**config.mk**
```make
export PLATFORM = sky130hd
export DESIGN_NAME = chatter_gen
export DESIGN_NICKNAME = d
export VERILOG_FILES = /design/src/rtl/chatter_gen.sv
export SDC_FILE = /design/constraint.sdc
export NUM_CORES = 1
export LEC_CHECK = 0
export CAP_MARGIN = 40
export CORE_MARGIN = 10
export CORE_UTILIZATION = 50
export CTS_CLUSTER_SIZE = 8
export DETAILED_ROUTE_END_ITERATION = 16
export PLACE_DENSITY = 0.79
export REMOVE_ABC_BUFFERS = 1
export SYNTH_ARGS = -nofsm -noshare
export SYNTH_HDL_FRONTEND = slang
export SYNTH_SLANG_ARGS = --single-unit
```
**constraint.sdc**
```tcl
create_clock -name clk -period 5.3 [get_ports clk]
set_input_delay 1.06 -clock clk [delete_from_list [all_inputs] [get_ports clk]]
set_output_delay 1.06 -clock clk [all_outputs]
set_load 0.02 [all_outputs]
```
**src/rtl/chatter_gen.sv**
```systemverilog
// Bounce/chatter emulator: each accepted level change of sig_i makes sig_o toggle
// pseudo-randomly for bounce_len cycles, then settle to the new level.
module chatter_gen #(
    parameter int                    P_CNT_BIT   = 32,
    parameter int                    P_LFSR_BIT  = 16,
    parameter logic [P_LFSR_BIT-1:0] P_LFSR_TAPS = 16'hB400,
    parameter logic [P_LFSR_BIT-1:0] P_LFSR_SEED = 16'hACE1
) (
    input  logic                 clk,
    input  logic                 resetn,
    input  logic                 en,
    input  logic                 sig_i,
    input  logic [P_CNT_BIT-1:0] bounce_len,
    input  logic [P_CNT_BIT-1:0] toggle_div,
    output logic                 sig_o,
    output logic                 busy,
    output logic                 done
);

    localparam logic [P_LFSR_BIT-1:0] L_SEED =
        (P_LFSR_SEED == '0) ? P_LFSR_BIT'(1) : P_LFSR_SEED;

    typedef enum logic {S_IDLE, S_BOUNCE} state_t;

    state_t                r_state;
    logic                  r_sig_s;
    logic                  r_target;
    logic                  r_sig_o;
    logic                  r_busy;
    logic                  r_done;
    logic [P_CNT_BIT-1:0]  r_bcount;
    logic [P_CNT_BIT-1:0]  r_tcount;
    logic [P_LFSR_BIT-1:0] r_lfsr;

    logic                  w_edge;
    logic [P_CNT_BIT:0]    w_bnext;
    logic [P_CNT_BIT:0]    w_tnext;
    logic [P_CNT_BIT:0]    w_len;
    logic [P_CNT_BIT:0]    w_div;
    logic                  w_settle;
    logic                  w_toggle;
    logic [P_LFSR_BIT-1:0] w_lfsr_next;

    // Compare one bit wider so all-ones bounce_len/toggle_div never wrap the count.
    assign w_edge      = (r_sig_s != r_target);
    assign w_bnext     = {1'b0, r_bcount} + (P_CNT_BIT+1)'(1);
    assign w_tnext     = {1'b0, r_tcount} + (P_CNT_BIT+1)'(1);
    assign w_len       = {1'b0, bounce_len};
    assign w_div       = (toggle_div == '0) ? (P_CNT_BIT+1)'(1) : {1'b0, toggle_div};
    assign w_settle    = (w_bnext >= w_len);
    assign w_toggle    = (w_tnext >= w_div);
    assign w_lfsr_next = (r_lfsr >> 1) ^ (r_lfsr[0] ? P_LFSR_TAPS : '0);

    assign sig_o = r_sig_o;
    assign busy  = r_busy;
    assign done  = r_done;

    // NOTE: all state here is sequential, so every assignment is non-blocking (<=).
    always_ff @(posedge clk or negedge resetn) begin
        if (!resetn) begin
            r_state  <= S_IDLE;
            r_sig_s  <= 1'b0;
            r_target <= 1'b0;
            r_sig_o  <= 1'b0;
            r_busy   <= 1'b0;
            r_done   <= 1'b0;
            r_bcount <= '0;
            r_tcount <= '0;
            r_lfsr   <= L_SEED;
        end else begin
            r_sig_s <= sig_i;
            r_done  <= 1'b0;
            case (r_state)
                S_IDLE: begin
                    if (w_edge) begin
                        r_target <= r_sig_s;
                        if (!en || bounce_len == '0) begin
                            r_sig_o <= r_sig_s;
                        end else begin
                            r_bcount <= '0;
                            r_tcount <= '0;
                            r_busy   <= 1'b1;
                            r_state  <= S_BOUNCE;
                        end
                    end
                end
                S_BOUNCE: begin
                    if (!en) begin
                        r_sig_o <= r_target;
                        r_busy  <= 1'b0;
                        r_state <= S_IDLE;
                    end else if (w_edge) begin
                        r_target <= r_sig_s;
                        r_bcount <= '0;
                        r_tcount <= '0;
                    end else if (w_settle) begin
                        r_sig_o <= r_target;
                        r_busy  <= 1'b0;
                        r_done  <= 1'b1;
                        r_state <= S_IDLE;
                    end else begin
                        r_bcount <= w_bnext[P_CNT_BIT-1:0];
                        // A toggle opportunity flips sig_o by the freshly shifted LFSR bit.
                        if (w_toggle) begin
                            r_tcount <= '0;
                            r_lfsr   <= w_lfsr_next;
                            r_sig_o  <= r_sig_o ^ w_lfsr_next[0];
                        end else begin
                            r_tcount <= w_tnext[P_CNT_BIT-1:0];
                        end
                    end
                end
            endcase
        end
    end

endmodule

```
==> results of run 1 <==
cell usage after synthesis (all sizes together) (15+ instances only):
library cell / number
nand2: 51
nand3: 27
nor2: 40
dfrtp: 78
o21ai: 42
xnor2: 34
nor4: 19
and3: 16
a22o: 32
mux2: 18
xor2: 28
nand4: 28
inv: 72
a21oi: 33
ha: 66
clkbuf: 22
a31oi: 15
through the flow:
step / instances / power (mW)
finish: 959 / 1.551
global route: 959 / 1.623
CTS: 959 / 1.560
detailed placement: 943 / 0.9736
global placement: 943 / 0.9610
floorplan: 695 / 0.8286
repair_timing:
item	in CTS	in global routing
gates resized for setup	0	3
hold buffers	0	0
setup endpoints to repair	0	20
registers in the layout, indices dropped and copies added (netlist names):
name,count
r_bcount,32
r_tcount,32
r_lfsr,16
busy,1
done,1
r_sig_s,1
r_state,1
r_target,1
sig_o,1
layer usage:
layer | track usage | wire (um) | vias up | share of wire
li1 | - | - | 2727 | -
met1 | 0.2136 | 6985 | 2680 | 0.44
met2 | 0.3073 | 7781 | 187 | 0.49
met3 | 0.03910 | 814 | 19 | 0.051
met4 | 0.05865 | 297 | 0 | 0.019
met5 | 0 | 0 | - | 0
final cells by class:
| cell class | instances | area, sq um | area share |
|---|---|---|---|
| clock buffers | 10 | 229.0 | 0.03020 |
| well taps | 172 | 215.2 | 0.02839 |
| multi-input cells | 537 | 3915 | 0.5164 |
| clock inverters | 6 | 46.29 | 0.006107 |
| repair buffers | 76 | 743.2 | 0.09804 |
| inverters | 72 | 270.3 | 0.03565 |
| flip-flops and latches | 86 | 2162 | 0.2852 |
power breakdown:
| group | internal (mW) | switching [mW] |
|---|---|---|
| sequential | 0.673 | 0.0232 |
| clock | 0.321 | 0.268 |
| combinational | 0.116 | 0.150 |
kinds of logic (layout without fill, tap and decap cells):
logic type	Yosys count	in the layout	synth area share
AO/OA/AOI/OAI	160	160	0.1635
XOR/XNOR	62	62	0.08418
adder cells (fa/ha/maj)	66	66	0.1280
buffers and inverters	99	164	0.06245
flip-flops	86	86	0.3351
multiplexers	18	18	0.03724
AND/OR/NAND/NOR	231	231	0.1895
final timing paths:
kind                               from            to  slack [ps]  depth (start not counted)
min                        r_tcount[31]  r_tcount[31]         490                          1
max                         r_tcount[2]  r_tcount[14]         390                         17
max reg2reg                 r_tcount[2]  r_tcount[14]         390                         17
max in group asynchronous        resetn     r_lfsr[2]        3610                          2
min in group asynchronous        resetn  r_bcount[19]         680                          1
min reg2reg                r_tcount[31]  r_tcount[31]         490                          1
==> results by group, run 1 <==
Final layout
  • Area growth from synthesis to layout: 17.51%
  • Commonest cells after routing, fill and taps aside: dfrtp_1 (78), inv_1 (72), clkdlybuf4s50_1 (69)
  • Share of post-route cells with drive strength above 1: 0.08132
  • Post-layout util: 0.6007
  • Total Nets Final: 916
  • Commonest non-fill, non-tap cell in the layout: dfrtp_1
  • Number of fill cells in the layout: around 1100
  • ANT cells: 0
  • Final Instance Area: about 0.0076 sq mm

Timing
  • Tmin final: just under 5000 ps
  • Final Hold Vio Count: 0
  • Max frequency: 203.7 MHz
  • Setup Skew: about 6.7 ps
  • Setup TNS: 0 ps
  • Measured slew at the worst slew-check pin: 687.1 ps
  • Setup Viol. Count Final: 0
  • Max Transition Viols Final: 0
  • Final setup margin: slightly below 400 ps
  • Tcrit/Tclk final: 0.9264
  • Fin Hold WS: ~490 ps
  • Headroom to the max-slew limit: 0.5377
  • Unrepaired setup endpoints after global routing: no

Detailed routing
  • Via total after detailed routing: around 5600
  • WL per Instance: 16.56 um
  • Drt total wl: roughly 16000 um
  • First-pass iteration count of the detailed router: 5
  • Drt first-iter violations: about 410
  • DRC Markers: 0
  • Vias/cell: 5.853
  • Final ANT Viol Nets: 0

GRT
  • Total global routing track utilization: 0.1779
  • Final global-route overflow total: 0
  • Number of global-route vias before repair: approximately 5700
  • Largest net degree at the start of global routing: 53
  • Initial antenna violation count: 0
  • Global-route wire length before repair: 26700 um

Clock network
  • Htree depth: 3
  • Worst skew pair latency: 340 ps
  • Setup repair bufs after CTS: 0
  • Worst-path clk slew: 70 ps
  • CTS Sinks: 86
  • CTS tree: yes
  • Max Buffers Root-to-Sink: 2
  • Clock root buffer: clkbuf_16
  • CTS Buf Count: 9

Pwr
  • Worst vdd ir: 0.0001491 V
  • Leakage: about 3.7 nW
  • Pwr Density: a little over 200 mW/mm^2

Job
  • Max cap viols: 0

Worst setup path
  • CP Capture Type: flip-flop
  • Critical Path RT: approximately 5600 ps
  • Crit path DAT: slightly above 5000 ps
  • Slowest stage cell, crit path: or3_1
  • Crit Path Class: flip-flop to flip-flop
  • Top Family by Delay on Critical Path: simple AND/OR/NAND/NOR gates
  • CP Cell Sequence: and3_1 -> nand4_1 -> or3_1 -> or2_2 -> or3_1 -> and2_1 -> or2_2 -> ha_1 -> a211o_1 -> o211ai_1 -> a21oi_1 -> o31ai_1 -> a41oi_1 -> nor3_2 -> buf_4 -> o21ai_0 -> a31oi_1
  • Crit-path max cell delay: 470 ps
  • Worst-path maximum fanout: 44
  • Critical path buffers and inverters: 1
  • Crit start category: flip-flop

Synthesis
  • Count of different cell masters after synthesis: 50
  • EDFF count, synth: 0
  • Largest area contributor in the synthesized netlist: dfrtp_1
  • Mapped Cells: ~720
  • Seq/Total Area, Yosys: 0.3351
  • Yosys top cell area share: 0.3026
  • Post-Syn Area per Cell: about 9 sq um
  • #FFs+latches synth: 86
  • Ys flop type: dfrtp_1
  • Synthesis Warnings: 0
  • Top cells by area, synth: dfrtp_1 (30%), ha_1 (13%), xnor2_1 (4.6%), a22o_1 (4.3%), inv_1 (4.2%)
  • Synth Cell Area: about 0.0065 sq mm
  • Post-synth ARST share: 1.000

Die
  • Die X: about 130 um
  • Core box area: ~0.013 sq mm
  • # IOs: a little over 70
  • Initial core utilization: 0.5112
  • Total die area: between 0.015 and 0.02 sq mm
  • Die H: between 100 and 150 um
  • Row cnt: 41

Placed design
  • I/O Buffers: 70
  • Placed cell areas: 0.007293 sq mm
  • Pre-CTS WS: around 300 ps
  • Gpl congestion: ~0.9
  • Dpl hpwl: between 10000 and 15000 um

Outcome
  • Run status: finished, final reports clean

Min path
  • Min-delay worst type: flip-flop to flip-flop
Note: power is estimated with default switching activity, not from simulation.
==> inputs of run 2 (changes only) <==
--- a/config.mk
+++ b/config.mk
@@ -12,6 +12,7 @@
 export DETAILED_ROUTE_END_ITERATION = 16
 export PLACE_DENSITY = 0.79
 export REMOVE_ABC_BUFFERS = 1
+export SETUP_SLACK_MARGIN = 0.3
 export SYNTH_ARGS = -nofsm -noshare
 export SYNTH_HDL_FRONTEND = slang
 export SYNTH_SLANG_ARGS = --single-unit
==> run 2 against run 1 <==
  * Hold slack better by 1.6 ps
  * Utilization up 0.35 points
  * Via count rose by 1.2%
  * Global-route usage is the same
  * Non-clock buffer count up 2
  * Clock skew is 0.91 ps lower
  * Clock power about the same
  * Critical path depth down 2
  * Critical path type unchanged
  * Highest routed layer unchanged
==> results by group, run 2 (synthesis gave the netlist of run 1 again) <==
Detailed routing
  • Vias/cell: ~5.9
  • WL per Instance: about 17 um
  • First-pass iteration count of the detailed router: 5
  • Drt total wl: between 15000 and 20000 um
  • Via total after detailed routing: around 5700
  • Final ANT Viol Nets: 0
  • DRC Markers: 0
  • Drt first-iter violations: approximately 390

Timing
  • Max Transition Viols Final: 0
  • Headroom to the max-slew limit: 0.5068
  • Setup Viol. Count Final: 0
  • Measured slew at the worst slew-check pin: between 700 and 800 ps
  • Max frequency: 210.0 MHz
  • Tmin final: 4762 ps
  • Tcrit/Tclk final: 0.8985
  • Setup Skew: 5.824 ps
  • Final setup margin: about 540 ps
  • Final Hold Vio Count: 0
  • Unrepaired setup endpoints after global routing: yes

Final layout
  • ANT cells: 0
  • Final Instance Area: 0.007625 sq mm
  • Total Nets Final: 919
  • Share of post-route cells with drive strength above 1: 0.09114
  • Fin cells: between 900 and 1000
  • Commonest cells after routing, fill and taps aside: dfrtp_1 (76), inv_1 (72), clkdlybuf4s50_1 (69)
  • Top Registers: r_bcount (32), r_tcount (32), r_lfsr (16)
  • Number of fill cells in the layout: about 1100
  • Area growth from synthesis to layout: 18.19%
  • Commonest non-fill, non-tap cell in the layout: dfrtp_1

Clock network
  • CTS Buf Count: 9
  • CTS Hold Buffers Added: 0
  • CTS Sinks: 86
  • Worst skew pair latency: roughly 340 ps
  • Worst-path clk slew: about 70 ps
  • Clock root buffer: clkbuf_16
  • Max Buffers Root-to-Sink: 2
  • Htree depth: 3
  • CTS tree: yes

Pwr
  • Clock share of power: 0.379
  • Worst vdd ir: 0.0001493 V
  • Sw Share: 0.2849
  • Reg power frac: 0.448
  • Switching power: ~440 uW
  • Leakage: approximately 3.8 nW
  • Internal: roughly 1.1 mW
  • Pwr Density: between 200 and 250 mW/mm^2
  • Combinational share of power: 0.172

Worst setup path
  • Slowest stage cell, crit path: dfrtp_1
  • Crit start category: flip-flop
  • Crit path DAT: between 4000 and 5000 ps
  • Critical Path RT: roughly 5500 ps
  • Crit Path Class: flip-flop to flip-flop
  • CP Cell Sequence: ha_1 -> nand3_1 -> nor4b_2 -> and2_1 -> and3_1 -> xor2_1 -> ha_1 -> nand4_1 -> nor3_1 -> o311a_1 -> a21oi_1 -> a41oi_1 -> or2_2 -> and2_4 -> mux2_2
  • CP Capture Type: flip-flop
  • Top Family by Delay on Critical Path: simple AND/OR/NAND/NOR gates
  • CP dominant cell by count: ha_1
  • Worst reg2reg endpoint: r_lfsr[14]
  • R2R cell count: 15
  • Crit-path max cell delay: 480 ps
  • Worst R2R Start: r_tcount[0]
  • Critical path buffers and inverters: 0
  • Worst-path maximum fanout: 8
  • R2R Setup Slk: ~540 ps

Min path
  • Min-delay src: r_tcount[31]
  • Hold Path Cell Cnt: 1
  • Min-delay worst type: flip-flop to flip-flop
  • Min-Delay Endpoint: r_tcount[31]

Placed design
  • Pre-CTS WS: 307.6 ps
  • Gpl congestion: around 0.90
  • Dpl hpwl: 12250 um
  • Post-Place Cells: between 900 and 1000
  • I/O Buffers: 70
  • Placed cell areas: 0.007293 sq mm

Job
  • Max cap viols: 0

Die
  • Total die area: 0.01785 sq mm
  • Initial core utilization: 0.5112
  • # IOs: 71
  • Row cnt: 41
  • Core box area: 0.01262 sq mm
  • Die X: 133.6 um
  • Die H: ~130 um

GRT
  • Final global-route overflow total: 0
  • Initial antenna violation count: 0
  • Largest net degree at the start of global routing: 53
  • Total global routing track utilization: 0.1779
  • Global-route wire length before repair: between 20000 and 30000 um
  • Number of global-route vias before repair: 5690

Outcome
  • Run status: finished, final reports clean
==> run 2: cell types whose count changed in the layout (fill, tap and decap cells not counted), moves of 2 or more <==
| cell | delta |
|---|---|
| dfrtp_1 | -2 |
| dfrtp_2 | +2 |
| or3_1 | -2 |
| or3_4 | +2 |
==> run 2: metrics by stage <==
step | TNS, ps | power [mW] | hold WS [ps] | util
after floorplan | -32150 | 0.8286 | 450.2 | -
after global placement | 0 | 0.9610 | 466.9 | 0.5779
after detailed placement | 0 | 0.9736 | 476.2 | 0.5779
after CTS | 0 | 1.560 | 486.7 | 0.5998
after global routing | 0 | 1.624 | 523.7 | 0.6042
final | 0 | 1.554 | 488.6 | 0.6042
==> run 2: cell type report <==
| class | instances | area (sq um) | share of cell area |
|---|---|---|---|
| tap | 172 | 215.2 | 0.02822 |
| sequential | 86 | 2165 | 0.2839 |
| clock inverter | 6 | 46.29 | 0.006072 |
| multi-input combinational | 538 | 3935 | 0.5161 |
| inverter | 72 | 270.3 | 0.03544 |
| timing repair buffer | 78 | 764.5 | 0.1003 |
| clock buffer | 10 | 229.0 | 0.03003 |
==> run 2: per-layer routing <==
layer	vias to the layer above	part of all wire	global-route usage
met4	0	0.020	0.05865
li1	2740	-	-
met2	182	0.48	0.3073
met1	2737	0.45	0.2136
met5	-	0	0
met3	23	0.050	0.03910
==> run 2: worst register-to-register path, cell delays in order, from the launching register on <==
cell	delay, ps
dfrtp_1	480
ha_1	370
nand3_1	230
nor4b_2	480
and2_1	240
and3_1	270
xor2_1	110
ha_1	310
nand4_1	170
nor3_1	470
o311a_1	270
a21oi_1	70
a41oi_1	390
or2_2	220
and2_4	220
mux2_2	350
==> run 2: worst max-delay path by stage <==
stage	slack (ps)	from	to	cells past startpoint
detailed placement	310	r_bcount[0]	r_lfsr[14]	15
CTS	300	r_tcount[0]	r_lfsr[14]	15
global route	300	r_tcount[0]	r_lfsr[14]	15
floorplan	-1140	r_bcount[0]	r_tcount[14]	15
global placement	470	r_tcount[0]	r_lfsr[12]	15
finish	540	r_tcount[0]	r_lfsr[14]	15
==> run 2: power by group through the flow <==
stage / Combinational, mW / Clock, mW / Sequential [mW]
floorplan: 0.119 / 0 / 0.710
global placement: 0.254 / 0 / 0.707
detailed placement: 0.265 / 0 / 0.709
CTS: 0.267 / 0.597 / 0.697
global route: 0.295 / 0.629 / 0.700
finish: 0.267 / 0.590 / 0.697
==> run 2: repair_timing <==
| action | 4_1_cts | 5_1_grt |
|---|---|---|
| pin swaps | 0 | 3 |
| setup endpoints to repair | 6 | 51 |
| buffers inserted | 0 | 2 |
| resized for setup | 1 | 10 |
| gates cloned | 0 | 1 |
==> inputs of run 3 (changes only) <==
--- a/config.mk
+++ b/config.mk
@@ -10,7 +10,7 @@
 export CORE_UTILIZATION = 50
 export CTS_CLUSTER_SIZE = 8
 export DETAILED_ROUTE_END_ITERATION = 16
-export PLACE_DENSITY = 0.79
+export PLACE_DENSITY = 0.78
 export REMOVE_ABC_BUFFERS = 1
 export SETUP_SLACK_MARGIN = 0.3
 export SYNTH_ARGS = -nofsm -noshare
==> run 3 against run 2 <==
  * Flip-flop and latch count unchanged
  * Clock power grew 12%
  * Total power grew 5.0%
  * Register-to-register slack worse by 20 ps
  * Count of clock-buffer cells in the layout is 1 higher
  * Maximum frequency decreased by 0.39%
  * Sequential power about the same
  * Largest power group unchanged
  * Highest routed layer unchanged
==> results by group, run 3 (synthesis gave the netlist of run 1 again) <==
Outcome
  • Run status: finished, final reports clean

Timing
  • Unrepaired setup endpoints after global routing: no
  • Tcrit/Tclk final: 0.9020
  • Max Transition Viols Final: 0
  • Final Hold Vio Count: 0
  • Setup Skew: 6.968 ps
  • Max frequency: approximately 210 MHz
  • Measured slew at the worst slew-check pin: between 600 and 700 ps
  • Tmin final: approximately 4800 ps
  • Fin Hold WS: about 490 ps
  • Setup TNS: 0 ps
  • Final setup margin: ~520 ps
  • Headroom to the max-slew limit: 0.5456
  • Setup Viol. Count Final: 0

Worst setup path
  • Crit-path max cell delay: approximately 460 ps
  • Top Family by Delay on Critical Path: simple AND/OR/NAND/NOR gates
  • Slowest stage cell, crit path: or3_1
  • Crit path DAT: about 5000 ps
  • Crit start category: flip-flop
  • Critical Path RT: approximately 5500 ps
  • Critical Path Start: r_tcount[7]
  • R2R Setup Slk: about 520 ps
  • Instance count on the critical path: 16
  • R2R cell count: 16
  • CP Cell Sequence: and4_1 -> nand4_1 -> or3_1 -> or2_2 -> or3_1 -> and2_1 -> or2_2 -> ha_1 -> a211o_1 -> o211ai_1 -> a21oi_1 -> o31ai_1 -> a41oi_1 -> or2_2 -> and2_4 -> mux2_4
  • Setup crit end: r_lfsr[4]
  • Crit Path Class: flip-flop to flip-flop
  • CP Capture Type: flip-flop
  • Worst-path maximum fanout: 8
  • CP dominant cell by count: or2_2
  • Worst reg2reg endpoint: r_lfsr[4]
  • Worst R2R Start: r_tcount[7]
  • Critical path buffers and inverters: 0

Placed design
  • Dpl hpwl: between 10000 and 15000 um
  • I/O Buffers: 70
  • Post-Place Cells: roughly 940
  • Placed cell areas: 0.007293 sq mm
  • Pre-CTS WS: roughly 330 ps
  • Gpl congestion: between 0.8 and 0.9

Die
  • Die X: around 130 um
  • # IOs: 71
  • Initial core utilization: 0.5112
  • Total die area: 0.01785 sq mm
  • Row cnt: approximately 40
  • Die H: roughly 130 um
  • Core box area: about 0.013 sq mm

GRT
  • Global-route wire length before repair: between 20000 and 30000 um
  • Largest net degree at the start of global routing: 54
  • Final global-route overflow total: 0
  • Number of global-route vias before repair: approximately 5600
  • Initial antenna violation count: 0
  • Total global routing track utilization: 0.1769

Pwr
  • Reg power frac: 0.428
  • Combinational share of power: 0.167
  • Power, Total: between 1.5 and 2 mW
  • Clock share of power: 0.405
  • Pwr Density: 212.4 mW/mm^2
  • Worst vdd ir: 0.0001769 V
  • Sw Share: 0.2634
  • Internal: around 1.2 mW
  • Leakage: ~3.8 nW
  • Switching power: approximately 430 uW

Min path
  • Min-delay worst type: flip-flop to flip-flop

Final layout
  • Area growth from synthesis to layout: 19.03%
  • ANT cells: 0
  • Fin cells: between 900 and 1000
  • Top Registers: r_bcount (32), r_tcount (32), r_lfsr (16)
  • Commonest non-fill, non-tap cell in the layout: dfrtp_1
  • Post-layout util: 0.6085
  • Commonest cells after routing, fill and taps aside: dfrtp_1 (78), inv_1 (71), clkdlybuf4s50_1 (69)
  • Total Nets Final: 920
  • Share of post-route cells with drive strength above 1: 0.08987
  • Final Instance Area: around 0.0077 sq mm

Clock network
  • Htree depth: 3
  • CTS Hold Buffers Added: 0
  • Max Buffers Root-to-Sink: 2
  • CTS tree: yes
  • Clock root buffer: clkbuf_16
  • Worst-path clk slew: about 60 ps
  • CTS Buf Count: 9
  • CTS Sinks: 86
  • Worst skew pair latency: 340 ps

Detailed routing
  • Drt total wl: 16280 um
  • Via total after detailed routing: about 5700
  • WL per Instance: between 15 and 20 um
  • Drt first-iter violations: 578
  • DRC Markers: 0
  • Vias/cell: 5.941
  • First-pass iteration count of the detailed router: 5
  • Final ANT Viol Nets: 0

Job
  • Max cap viols: 0
-- run 3: cell types whose count changed in the layout (fill, tap and decap cells not counted), sizes merged --
cell	change
and2	+1
buf	+1
bufinv	+2
clkinv	-2
clkinvlp	+1
inv	-3
-- run 3: worst min path at each step --
stage | start | depth (start not counted) | end | slack [ps]
after floorplan | r_tcount[31] | 1 | r_tcount[31] | 450
after global placement | r_tcount[31] | 1 | r_tcount[31] | 470
after detailed placement | r_tcount[31] | 1 | r_tcount[31] | 480
after CTS | r_tcount[31] | 1 | r_tcount[31] | 490
after global routing | r_tcount[31] | 1 | r_tcount[31] | 520
final | r_tcount[31] | 1 | r_tcount[31] | 490
-- run 3: cell type report --
class                      count  area [sq um]
timing repair buffer          78         762.0
fill                        1059          4941
inverter                      72         274.0
sequential                    86          2162
clock inverter                 4         75.07
clock buffer                  11         232.7
tap                          172         215.2
multi-input combinational    539          3958
-- run 3: what timing repair did --
item,CTS,global route
gates cloned,0,2
pin swaps,0,2
resized for setup,2,9
endpoints found under the hold margin,0,0
setup buffers,0,2
endpoints found under the setup margin,11,66
-- run 3: per-layer routing --
| metal | global-route usage | vias to the layer above | routed length, um |
|---|---|---|---|
| met5 | 0 | - | 0 |
| met4 | 0.04837 | 0 | 227 |
| met1 | 0.2173 | 2731 | 7347 |
| li1 | - | 2738 | - |
| met3 | 0.04323 | 27 | 950 |
| met2 | 0.3012 | 219 | 7750 |
-- run 3: power groups by stage --
stage	Sequential (mW)	Combinational, mW	Clock, mW
after floorplan	0.710	0.119	0
after global placement	0.707	0.257	0
after detailed placement	0.709	0.265	0
after CTS	0.698	0.269	0.672
after global routing	0.699	0.299	0.703
final	0.698	0.272	0.661
